$ cat config.mk
export PLATFORM = sky130hd
export DESIGN_NAME = herring_phi2_gen
export DESIGN_NICKNAME = d
export VERILOG_FILES = /design/src/rtl/herring_phi2_gen.sv
export SDC_FILE = /design/constraint.sdc
export NUM_CORES = 1
export LEC_CHECK = 0
export BUFFER_PORTS_ARGS = -buffer_cell sky130_fd_sc_hd__buf_2
export CAP_MARGIN = 15
export CELL_PAD_IN_SITES_DETAIL_PLACEMENT = 2
export CELL_PAD_IN_SITES_GLOBAL_PLACEMENT = 2
export CORE_MARGIN = 4
export CORE_UTILIZATION = 35
export DETAILED_ROUTE_END_ITERATION = 8
export PLACE_DENSITY = 0.79
export RECOVER_POWER = 100
export SYNTH_ARGS = -nofsm -noshare
export SYNTH_HDL_FRONTEND = slang
export SYNTH_SLANG_ARGS = --single-unit
$ cat constraint.sdc
create_clock -name clk_src -period 1.8 [get_ports clk_src]
set_clock_uncertainty 0.15 [all_clocks]
set_input_delay 0.36 -clock clk_src [delete_from_list [all_inputs] [get_ports clk_src]]
set_output_delay 0.36 -clock clk_src [all_outputs]
set_load 0.01 [all_outputs]
$ cat src/rtl/herring_phi2_gen.sv
// 6502 PHI2 clock and CPU reset generator: divides clk_src into PHI2 with optional
// high-phase stretch for slow devices, run/single-step control and a RESB hold-off.
module herring_phi2_gen #(
  parameter int unsigned LOW_TICKS     = 25,
  parameter int unsigned HIGH_TICKS    = 25,
  parameter int unsigned STRETCH_TICKS = 50,
  parameter int unsigned RESET_CYCLES  = 4
) (
  input  logic clk_src,
  input  logic rst,
  input  logic slow_sel_n,
  input  logic run,
  input  logic step,
  output logic phi2,
  output logic resb_n,
  output logic stretching,
  output logic phi2_fall
);

  typedef enum logic [1:0] {
    S_LOW     = 2'd0,
    S_HIGH    = 2'd1,
    S_STRETCH = 2'd2
  } state_t;

  localparam logic [7:0] LOW_END  = 8'(LOW_TICKS - 1);
  localparam logic [7:0] HIGH_END = 8'(HIGH_TICKS - 1);
  localparam logic [7:0] STR_END  = 8'(STRETCH_TICKS - 1);
  localparam logic [7:0] RST_END  = 8'(RESET_CYCLES);

  state_t     state;
  logic [7:0] cnt;
  logic [7:0] rcnt;
  logic       step_pend;
  logic       fall_now;

  always_comb begin
    fall_now = 1'b0;
    if (state == S_HIGH && cnt == HIGH_END && slow_sel_n)
      fall_now = 1'b1;
    else if (state == S_STRETCH && cnt == STR_END)
      fall_now = 1'b1;
  end

  always_ff @(posedge clk_src or posedge rst) begin
    if (rst) begin
      state      <= S_LOW;
      cnt        <= '0;
      rcnt       <= '0;
      step_pend  <= 1'b0;
      phi2       <= 1'b0;
      resb_n     <= 1'b0;
      stretching <= 1'b0;
      phi2_fall  <= 1'b0;
    end else begin
      phi2_fall <= 1'b0;

      // Steps are only accepted in LOW, so a step arriving during the pulse it
      // requested is dropped rather than queuing a second pulse.
      if (step && !run && state == S_LOW)
        step_pend <= 1'b1;

      case (state)
        S_LOW: begin
          if (cnt == LOW_END) begin
            if (run || step_pend) begin
              state     <= S_HIGH;
              cnt       <= '0;
              phi2      <= 1'b1;
              step_pend <= 1'b0;
            end
          end else begin
            cnt <= cnt + 8'd1;
          end
        end
        S_HIGH: begin
          if (cnt == HIGH_END) begin
            cnt <= '0;
            if (!slow_sel_n) begin
              state      <= S_STRETCH;
              stretching <= 1'b1;
            end else begin
              state     <= S_LOW;
              phi2      <= 1'b0;
              phi2_fall <= 1'b1;
            end
          end else begin
            cnt <= cnt + 8'd1;
          end
        end
        S_STRETCH: begin
          if (cnt == STR_END) begin
            state      <= S_LOW;
            cnt        <= '0;
            phi2       <= 1'b0;
            stretching <= 1'b0;
            phi2_fall  <= 1'b1;
          end else begin
            cnt <= cnt + 8'd1;
          end
        end
        default: begin
          state      <= S_LOW;
          cnt        <= '0;
          phi2       <= 1'b0;
          stretching <= 1'b0;
        end
      endcase

      if (fall_now && rcnt != RST_END) begin
        rcnt <= rcnt + 8'd1;
        if (rcnt == RST_END - 8'd1)
          resb_n <= 1'b1;
      end
    end
  end

endmodule

# --- Yosys cells after proc, flatten, opt, wreduce, memory -nomap -nowiden ---
# Cells that the tools add are included.
# W data, S select, Z words.
word_totals:
  register_bits: 23
  output_inout_bits: 4
  elab_cells: 67
  input_bits: 5
classes:
  n_eq_ne: 13
  reduce_logical: 13
  mux: 30
  n_addsub: 2
  bitwise: 1
ops:
  columns: ["cell", "count"]
  rows:
  - ["$mux W8", 4]
  - ["$pmux W8 S3", 1]
  - ["$add A8 B1 Y8 const B", 2]
  - ["$mux W1", 16]
  - ["$mux W2", 5]
  - ["$eq A8 B2 Y1 const B", 1]
  - ["$eq A8 B5 Y1 const B", 1]
  - ["$eq A8 B6 Y1 const B", 1]
  - ["$ne A2 B1 Y1 const B", 4]
  - ["$ne A8 B3 Y1 const B", 1]
  - ["$reduce_and A4 Y1", 2]
  - ["$logic_and A1 B1 Y1", 6]
  - ["$pmux W1 S3", 2]
  - ["$pmux W2 S3", 1]
  - ["$reduce_and A5 Y1", 1]
  - ["$ne A2 B2 Y1 const B", 2]
  - ["$ne A3 B2 Y1 const B", 1]
  - ["$eq A2 B1 Y1 const B", 1]
  - ["$eq A2 B2 Y1 const B", 1]
  - ["$logic_not A2 Y1", 1]
  - ["$pmux W1 S2", 1]
  - ["$reduce_and A2 Y1", 1]
  - ["$logic_not A1 Y1", 1]
  - ["$logic_or A1 B1 Y1", 1]
  - ["$not A1 Y1", 1]

# --- Depth between registers and ports, before layout ---
logic_depth:
  ltp_word: 7
  ltp_mapped: 7
  depth_no_buf: 6

# --- Worst setup path after synthesis ---
# Ideal clock, no wire load.
synth_timing:
  path_kind: "register to register"
  startpoint: "reg cnt[0]"
  endpoint: "reg rcnt[1]"
  path_buffers: 1
  arrival_ps: 1646
  setup_time_ps: 127
  path_stages_with_launch: 8
  required_time_ps: 1523
  path_slack_ps: -124
  synth_period_minus_slack_ps: 1924
  path_cell_list: "dfrtp_1 -> inv_1 -> ha_1 -> and4b_1 -> buf_4 -> a32o_2 -> nand3_2 -> mux2_1"
synth_between:
  elab_chain_len: 5
  word_cells_on_any_way: 8
  classes_between: "eq/ne: 2; mux: 2; reduce/logical: 4"
synth_lines:
  columns: ["item", "line", "rtl"]
  rows:
  - ["from (decl)", "32", "logic [7:0] cnt;"]
  - ["from (signal assigned)", "73", "cnt <= cnt + 8'd1;"]
  - ["from (signal assigned)", "88", "cnt <= cnt + 8'd1;"]
  - ["from (signal assigned)", "99", "cnt <= cnt + 8'd1;"]
  - ["$eq A8 B6 Y1 / $eq A8 B5 Y1 (equally long branches)", "41, 39", null]
  - ["$logic_and A1 B1 Y1 (on tied branches)", "41, 39", null]
  - ["$mux W1 / $logic_and A1 B1 Y1 (equally long branches)", "41, 39", null]
  - ["$mux W1 (*)", "39", "if (state == S_HIGH && cnt == HIGH_END && slow_sel_n)"]
  - ["$logic_and A1 B1 Y1 (*)", "110", "if (fall_now && rcnt != RST_END) begin"]
  - ["to (signal assigned)", "111", "rcnt <= rcnt + 8'd1;"]
  - ["to (decl)", "33", "logic [7:0] rcnt;"]
# Mark *: on every way between the ends. The rest lies on a longest branch, timed or not.
# A chain may end at the register's enable or synchronous reset.

# --- Worst setup path after layout ---
layout_timing:
  startpoint: "reg cnt[1]"
  endpoint: "reg cnt[5]"
layout_between:
  elab_chain_len: 3
  word_cells_on_any_way: 8
  classes_between: "add/sub: 1; eq/ne: 3; mux: 4"
layout_lines:
  columns: ["item", "line", "rtl"]
  rows:
  - ["$add A8 B1 Y8, or another cell as far along", "73, 88, 99", null]
  - ["$mux W8 (on tied branches)", "92, 65, 77", null]
  - ["$pmux W8 S3", "63", "case (state)"]
# Several ways; a longest one is shown, not always the timed one.

==> metrics.cfg <==
[cells_and_area]
area_growth_pct = 45.09
fin_area_um2 = 1924
fill_cells = 365
final_cells = 223
nNetsFinal = 189
drive_gt1_share_pct = 45.40

[logic_synthesis]
yosysTopAreaCell = dfrtp_1
syn_inst = 124
seq_area_frac_synth_pct = 43.40
synth_common_cells = dfrtp_1 (23), ha_1 (9), inv_1 (9), nand3_1 (9), nand2_1 (8)
syn_avg_cell_area_um2 = 10.70
yosysMostFrequentCell = dfrtp_1
synth_flop_cell = dfrtp_1
yosys_warnings = 0
synth_seq_cells = 23
async_reset_ff_share_pct = 100.0
synth_nets = 138
synth_cell_types = 44
synth_edf_count = 0
netlist_area_um2 = 1326
synth_area_leaders = dfrtp_1 (43%), ha_1 (8.5%), xor2_1 (4.6%)
yosys.area.top_type_share_pct = 43.40

[critical_path]
r2r_cells = 8
crit_arrival_ns = 2.11
cp-start-kind = flop
r2r_end = cnt[5]
r2r-start = cnt[1]
r2r_setup_slack_ns = -0.27
end_kind = flop
cp_max_fo = 8
required_ns = 1.84
crit_type = flop to flop

[die]
io_pins = 9
core_area_um2 = 3661
start_util_pct = 36.23
die_h_um = 69.56
die_area_um2 = 4838
fp.dieW_um = 69.56
rows = 22

[place]
preCtsSetupSlack_ns = -0.1927
dp_cells = 205
numPortBuffers = 8
dp_hpwl_um = 3185
place.gp.congestion = 0.7871
place_area_um2 = 1624

[route]
routed_wl_um = 5656
via_count = 1244
drc_errors = 0
dr.pass1.iters = 4
wire_per_inst_um = 25.36
drt_iter0_markers = 70
viasPerCell = 5.578
drtAntennaViolNets = 0

[timing]
finalCritPeriodShare_pct = 114.9
setup_ws_ns = -0.2685
setup_viol = 21
max_slew_margin_pct = 59.78
finalCriticalPeriod_ns = 2.068
hold_viol = 0
holdWs_ns = 0.2132
slew_violations = 0
fmax_mhz = 483.5
worst_pin_slew_ns = 0.6032
rsz0062_at_grt = yes

[global_routing]
grt_pass1_wl_um = 7810
track_usage_pct = 21.00
antenna_found_initial = 1
grt_max_degree = 24
overflow = 0
grt_pass1_vias = 1346

[clocking]
cts_tree = yes
cts_buffer_depth = 2
htree_levels = 1
path_clk_slew_ns = 0.10
cts_made_buffers = 3
insertion_delay_ns = 0.28
cts_num_sinks = 23
clk_root_buffer_cell = clkbuf_8

[worst_hold_path]
worstHoldStart = step
min_to = step_pend
hold_class = input pin to flop
min_path_cells = 2

[pwr]
power_density_nw_per_um2 = 1103
total_leakage_power_nw = 0.9201
peakVddDrop_mv = 0.6881

[run_status]
outcome = complete, but fails checks
violations = setup timing

[run]
drv_cap = 0

## sequential cells by signal, summed over array words and instances (netlist names)
register,cells
cnt,8
phi2,1
phi2_fall,1
rcnt,8
resb_n,1
state,2
step_pend,1
stretching,1
## cell type report
cell class	count	area (um2)	share of cell area, %
Tap cell	48	60.06	3.121
Inverter	9	33.78	1.756
Antenna cell	1	2.502	0.1300
Multi-Input combinational cell	90	848.3	44.08
Clock buffer	3	41.29	2.146
Sequential cell	23	575.6	29.91
Timing Repair Buffer	48	357.8	18.60
Clock inverter	1	5.005	0.2601
## timing repair
action                     in CTS  in global routing
hold endpoints to repair       23                  0
buffers inserted                2                 10
hold buffers                    1                  0
gates resized for setup        16                 16
cloned                          0                  0
setup endpoints to repair      21                 21
pin swaps                       7                 14
## metrics by stage
step	TNS [ns]	total power, mW	utilization, %
2_1_floorplan	-0.08204	1.085	-
3_3_place_gp	-0.07594	1.387	44.36
3_5_place_dp	-1.947	1.455	44.36
4_1_cts	-0.9841	1.880	48.46
5_1_grt	-5.343	2.262	52.56
6_report	-3.804	2.122	52.56
## worst max-delay path: stages (launching register included)
cell and delay (ns):
dfrtp_1 0.41, inv_2 0.08, buf_6 0.13, ha_4 0.16
and4b_2 0.28, a21boi_2 0.26, o21bai_2 0.10, buf_4 0.17
nor3_1 0.24
## metal layers
metal  part of all wire, %  track usage [%]
met1                    41            25.95
met2                    55            38.24
met4                   1.5            5.857
met3                   2.4            2.319
met5                     0                0
## power breakdown
part	total (mW)	internal [mW]	switching (mW)
sequential	0.693	0.607	0.0860
clock	0.366	0.156	0.210
combinational	1.06	0.503	0.560
## placed cells by master, fill, tap and decap left out, drive strengths merged, types with 2 or more instances in the layout
| master | synthesis | final |
|---|---|---|
| a21oi | 5 | 5 |
| a32o | 2 | 2 |
| and3 | 4 | 4 |
| and4b | 2 | 2 |
| buf | 1 | 42 |
| clkbuf | 1 | 8 |
| dfrtp | 23 | 23 |
| ha | 9 | 9 |
| inv | 9 | 9 |
| mux2 | 2 | 2 |
| nand2 | 9 | 9 |
| nand3 | 10 | 10 |
| nand4 | 3 | 3 |
| nor2 | 4 | 4 |
| nor2b | 2 | 2 |
| nor3 | 6 | 6 |
| nor4 | 2 | 2 |
| xnor2 | 4 | 4 |
| xor2 | 7 | 7 |
## worst max path at each step
stage,slack (ns),from,endpoint,cells past startpoint
detailed placement,-0.19,cnt[1],rcnt[1],7
global placement,-0.03,cnt[1],state[1],7
finish,-0.27,cnt[1],cnt[5],8
floorplan,-0.05,cnt[0],rcnt[1],7
global route,-0.36,cnt[1],cnt[5],8
CTS,-0.14,cnt[1],rcnt[1],7
## kinds of logic (layout without fill, tap and decap cells)
| logic type | Yosys count | count (layout) | share of synthesized area [%] |
|---|---|---|---|
| compound gates | 19 | 19 | 12.36 |
| xor+xnor | 11 | 11 | 7.264 |
| fa+ha+maj | 9 | 9 | 8.491 |
| buf+inv | 11 | 61 | 3.396 |
| flops | 23 | 23 | 43.40 |
| mux | 3 | 3 | 2.735 |
| other cells | 0 | 1 | 0 |
| simple gates | 48 | 48 | 22.36 |
Note: power is estimated with default switching activity, not from simulation.
